### config.mk
export PLATFORM = sky130hd
export DESIGN_NAME = hazard_stall_ctrl
export DESIGN_NICKNAME = d
export VERILOG_FILES = /design/src/rtl/hazard_stall_ctrl.sv
export SDC_FILE = /design/constraint.sdc
export NUM_CORES = 1
export LEC_CHECK = 0
export CAP_MARGIN = 20
export CORE_MARGIN = 2
export CORE_UTILIZATION = 40
export DETAILED_ROUTE_END_ITERATION = 7
export PLACE_DENSITY = 0.67
export SLEW_MARGIN = 20
export SYNTH_ARGS = -nofsm -noshare
export SYNTH_HDL_FRONTEND = slang
export SYNTH_SLANG_ARGS = --single-unit
### constraint.sdc
create_clock -name clk -period 4.85 [get_ports clk]
set_clock_uncertainty 0.05 [all_clocks]
set_input_delay 0.7275 -clock clk [delete_from_list [all_inputs] [get_ports clk]]
set_output_delay 0.7275 -clock clk [all_outputs]
set_load 0.02 [all_outputs]
### src/rtl/hazard_stall_ctrl.sv
// +----------------------------------------------------------------------------+
// | hazard_stall_ctrl: ID-stage stall, flush and freeze control with counters. |
// | Rev 1.0                                                                    |
// +----------------------------------------------------------------------------+
`default_nettype none

module hazard_stall_ctrl #(
  parameter int CNT_W   = 16,
  parameter int TIMEOUT = 1024
) (
  input  logic             clk,
  input  logic             rst_n,
  input  logic [4:0]       ifid_rs1_i,
  input  logic [4:0]       ifid_rs2_i,
  input  logic             ifid_use_rs1_i,
  input  logic             ifid_use_rs2_i,
  input  logic             ifid_branch_i,
  input  logic             branch_taken_i,
  input  logic [4:0]       idex_rd_i,
  input  logic             idex_regwrite_i,
  input  logic             idex_memread_i,
  input  logic [4:0]       exmem_rd_i,
  input  logic             exmem_memread_i,
  input  logic             icache_stall_i,
  input  logic             dcache_stall_i,
  output logic             pc_write_o,
  output logic             ifid_write_o,
  output logic             idex_bubble_o,
  output logic             ifid_flush_o,
  output logic             pipe_freeze_o,
  output logic             stall_timeout_o,
  output logic [CNT_W-1:0] lu_stalls_o,
  output logic [CNT_W-1:0] br_stalls_o,
  output logic [CNT_W-1:0] frz_cycles_o
);

  localparam int LEN_W = $clog2(TIMEOUT + 1);
  localparam logic [LEN_W-1:0] LEN_MAX  = LEN_W'(TIMEOUT);
  localparam logic [LEN_W-1:0] LEN_TRIP = LEN_W'(TIMEOUT - 1);

  typedef enum logic [0:0] {
    RUN    = 1'b0,
    FREEZE = 1'b1
  } state_t;

  state_t           state_q, state_d;
  logic [LEN_W-1:0] frz_len_q, frz_len_d;
  logic             timeout_q, timeout_d;
  logic [CNT_W-1:0] lu_cnt_q, br_cnt_q, frz_cnt_q;

  logic idex_hit, exmem_hit;
  logic frz, lu, br;
  logic lu_evt, br_evt;

  // A source matches only when it is actually read and is not x0.
  assign idex_hit  = (ifid_use_rs1_i && ifid_rs1_i != 5'd0 && ifid_rs1_i == idex_rd_i) ||
                     (ifid_use_rs2_i && ifid_rs2_i != 5'd0 && ifid_rs2_i == idex_rd_i);
  assign exmem_hit = (ifid_use_rs1_i && ifid_rs1_i != 5'd0 && ifid_rs1_i == exmem_rd_i) ||
                     (ifid_use_rs2_i && ifid_rs2_i != 5'd0 && ifid_rs2_i == exmem_rd_i);

  assign frz = icache_stall_i | dcache_stall_i;
  assign lu  = idex_memread_i & idex_hit;
  assign br  = ifid_branch_i & ((idex_regwrite_i & idex_hit) | (exmem_memread_i & exmem_hit));

  assign lu_evt = lu & ~frz;
  assign br_evt = br & ~lu & ~frz;

  always_comb begin
    pc_write_o    = 1'b0;
    ifid_write_o  = 1'b0;
    idex_bubble_o = 1'b1;
    ifid_flush_o  = 1'b0;
    pipe_freeze_o = 1'b0;
    if (rst_n) begin
      if (frz) begin
        idex_bubble_o = 1'b0;
        pipe_freeze_o = 1'b1;
      end else if (!(lu || br)) begin
        pc_write_o    = 1'b1;
        ifid_write_o  = 1'b1;
        idex_bubble_o = 1'b0;
        ifid_flush_o  = branch_taken_i;
      end
    end
  end

  always_comb begin
    state_d   = state_q;
    frz_len_d = frz_len_q;
    timeout_d = timeout_q | (frz && frz_len_q == LEN_TRIP);
    case (state_q)
      RUN: begin
        if (frz) begin
          state_d   = FREEZE;
          frz_len_d = LEN_W'(1);
        end
      end
      FREEZE: begin
        if (frz) begin
          if (frz_len_q != LEN_MAX) frz_len_d = frz_len_q + LEN_W'(1);
        end else begin
          state_d   = RUN;
          frz_len_d = '0;
        end
      end
      default: begin
        state_d   = RUN;
        frz_len_d = '0;
      end
    endcase
  end

  always_ff @(posedge clk or negedge rst_n) begin
    if (!rst_n) begin
      state_q   <= RUN;
      frz_len_q <= '0;
      timeout_q <= 1'b0;
      lu_cnt_q  <= '0;
      br_cnt_q  <= '0;
      frz_cnt_q <= '0;
    end else begin
      state_q   <= state_d;
      frz_len_q <= frz_len_d;
      timeout_q <= timeout_d;
      if (lu_evt && lu_cnt_q != '1)  lu_cnt_q  <= lu_cnt_q + CNT_W'(1);
      if (br_evt && br_cnt_q != '1)  br_cnt_q  <= br_cnt_q + CNT_W'(1);
      if (frz && frz_cnt_q != '1)    frz_cnt_q <= frz_cnt_q + CNT_W'(1);
    end
  end

  assign stall_timeout_o = timeout_q;
  assign lu_stalls_o     = lu_cnt_q;
  assign br_stalls_o     = br_cnt_q;
  assign frz_cycles_o    = frz_cnt_q;

endmodule

`default_nettype wire

==> flow_metrics.env <==
export IMPL_outcome="complete, no violations"
export IMPL_final_common_cell="clkdlybuf4s50_1"
export IMPL_fin_nets=460
export IMPL_dp_worst_setup_slack_ns=0.776
export IMPL_viasPerCell=5.19
export IMPL_post_route_period_util=0.841
export IMPL_cts_hold_buf=0
export IMPL_final_cell_mix="clkdlybuf4s50_1, dfrtp_1, xor2_1"
export IMPL_fmax_mhz=245
export IMPL_drt_pass1_iter_count=4
export IMPL_clkLatencyLatePin_ns=0.34
export IMPL_p_per_area_nw_per_um2=302
export IMPL_synthDistinctLibCells=44
export IMPL_cp_max_fo=3
export IMPL_final_min_clock_period_ns=4.08
export IMPL_chipWidth_um=95.2
export IMPL_slowest_stage="clkdlybuf4s50_1"
export IMPL_grt_pass1_wl_um=12500
export IMPL_crit_path_end_kind="primary output"
export IMPL_crit_type="primary input to primary output"
export IMPL_n_antenna_cell=0
export IMPL_final_setup_tns_ns=0
export IMPL_worstPathArrival_ns=3.30
export IMPL_io_pins=85
export IMPL_clkTransAtPathRegs_ns=0.06
export IMPL_antenna_found_initial=0
export IMPL_die_h_um=95.2
export IMPL_initial_utilization=0.409
export IMPL_max_stage_delay_ns=0.59
export IMPL_grt_max_degree=63
export IMPL_cts_buffers=9
export IMPL_synth_avg_cell_area_um2=9.86
export IMPL_synth_seq_area_share=0.459
export IMPL_htree_levels=3
export IMPL_cts_sinks=61
export IMPL_area_delta_synth_final_pct=34.0
export IMPL_ir_worst_vdd_v=0.000280
export IMPL_place_congestion=0.837
export IMPL_track_usage=0.177
export IMPL_slew_viol_final=0
export IMPL_core_um2=8130
export IMPL_drive_gt1_frac=0.0841
export IMPL_hold_path_class="register to register"
export IMPL_overflow=0
export IMPL_netlist_instances=337
export IMPL_drc=0
export IMPL_finalWirelength_um=7520
export IMPL_crit_chain="clkdlybuf4s50_1 -> or4_1 -> o21ai_1 -> nor4_2 -> nor2_4 -> o21ai_0 -> nor3_1 -> and2_1 -> clkdlybuf4s50_1"
export IMPL_slew_headroom=0.484
export IMPL_required_ns=4.07
export IMPL_cts_setup_buffers=0
export IMPL_r2r_setup_slack_ns=2.50
export IMPL_p_leak_nw=1.98
export IMPL_worstMarginPinSlew_ns=0.775
export IMPL_dieArea_um2=9050
export IMPL_drt_iter0_drc=92
export IMPL_setup_violations=0
export IMPL_wl_per_cell_um=14.1
export IMPL_startpoint_type="primary input"
export IMPL_grt_pass1_vias=2648
export IMPL_maxCapViolCount=0
export IMPL_yosys_register_bits=61
export IMPL_grt_setup_unrepaired="no"
export IMPL_via_count=2764
export IMPL_hold_violations=0
export IMPL_cts_tree="built"
export IMPL_yosysWarnings=0
export IMPL_rows=33
export IMPL_ant_nets=0
export IMPL_clk_path_buf_depth=2
export IMPL_setup_ws_ns=0.770
export IMPL_crit_path_frequent_cell="clkdlybuf4s50_1"
export IMPL_port_buffers=84
export IMPL_dp_hpwl_um=5360
export IMPL_cts_root_buffer="clkbuf_8"
export IMPL_synth_fp_nets=373
export IMPL_syn_area_um2=3320
export IMPL_cts_resized_gates=0
-- sequential cells by signal (all words and copies together) (netlist names) --
name / cells
frz_cycles_o: 16
frz_len_q: 11
br_stalls_o: 16
stall_timeout_o: 1
state_q: 1
lu_stalls_o: 16
-- where the power goes --
group	leakage (nW)	internal [W]	switching [W]
clock network	0.101	0.000261	0.000192
registers	0.804	0.000552	0.0000587
logic	1.07	0.000145	0.000139
total	1.98	0.000957	0.000389
-- cell usage after synthesis, drive strengths merged --
cell type  number  area share
nand3          23       0.036
o32a            1      0.0030
xor2           35       0.092
a31oi           1      0.0019
o21a            1      0.0026
or3             2      0.0053
o31ai           2      0.0045
a31o            1      0.0026
nand2b          3      0.0056
nor3           17       0.026
xnor2          29       0.076
nand4          19       0.036
inv            10       0.011
mux2            4       0.015
nor4b           2      0.0053
nand2          27       0.030
or4             3      0.0068
dfrtp          61        0.46
and4            1      0.0026
and3           17       0.032
a32o            1      0.0030
nor2           24       0.029
and2            3      0.0056
nor2b           1      0.0026
clkbuf          6      0.0068
mux2i           1      0.0030
or3b            1      0.0026
o41ai           1      0.0026
or2             1      0.0019
ha              5       0.019
nor4           10       0.028
buf             4      0.0087
o31a            1      0.0026
a21oi           2      0.0030
o21ai          17       0.027
-- layer usage --
metal	up-vias	track usage	part of all wire
li1	1356	-	-
met5	-	0	0
met1	1318	0.225	0.46
met3	12	0.0490	0.077
met4	0	0.0809	0.019
met2	78	0.280	0.44
-- kinds of logic (layout without fill, tap and decap cells) --
group	count (synthesis)	count (layout)	synth area share
mux	5	5	0.0177
compound gates	28	28	0.0527
xor+xnor	64	64	0.169
simple gates	154	154	0.256
flops	61	61	0.459
buf+inv	20	111	0.0267
fa+ha+maj	5	5	0.0188
-- worst max-delay path: cells and delay by family --
| kind | cells | cell delay (ns) |
|---|---|---|
| buffers and inverters | 2 | 1.06 |
| AO/OA/AOI/OAI | 2 | 0.32 |
| AND/OR/NAND/NOR | 5 | 1.19 |
-- through the flow --
| step | util | hold WS, ns | instances | total power, W | area [um2] |
|---|---|---|---|---|---|
| after global placement | 0.523 | 0.415 | 518 | 0.000900 | 4250 |
| after CTS | 0.547 | 0.429 | 533 | 0.00136 | 4450 |
| after global routing | 0.547 | 0.454 | 533 | 0.00142 | 4450 |
| final | 0.547 | 0.419 | 533 | 0.00135 | 4450 |
| after detailed placement | 0.523 | 0.415 | 518 | 0.000902 | 4250 |
| after floorplan | - | 0.382 | 337 | 0.000760 | 3320 |
-- path summary, 6_finish.rpt --
kind / from / depth (start not counted) / end
worst min register to register: stall_timeout_o / 2 / stall_timeout_o
worst min-delay path: stall_timeout_o / 2 / stall_timeout_o
max in group asynchronous: rst_n / 2 / lu_stalls_o[2]
min in group asynchronous: rst_n / 2 / br_stalls_o[7]
worst max-delay path: ifid_rs2_i[1] / 9 / ifid_flush_o
worst max register to register: br_stalls_o[0] / 7 / br_stalls_o[1]
-- final cells by class --
type	count	area, um2
Inverter	10	37.5
Sequential cell	61	1530
Tap cell	105	131
Clock buffer	11	151
Clock inverter	4	47.5
Timing Repair Buffer	86	851
Fill cell	751	3680
Multi-Input combinational cell	256	1710
Note: power is estimated with default switching activity, not from simulation.
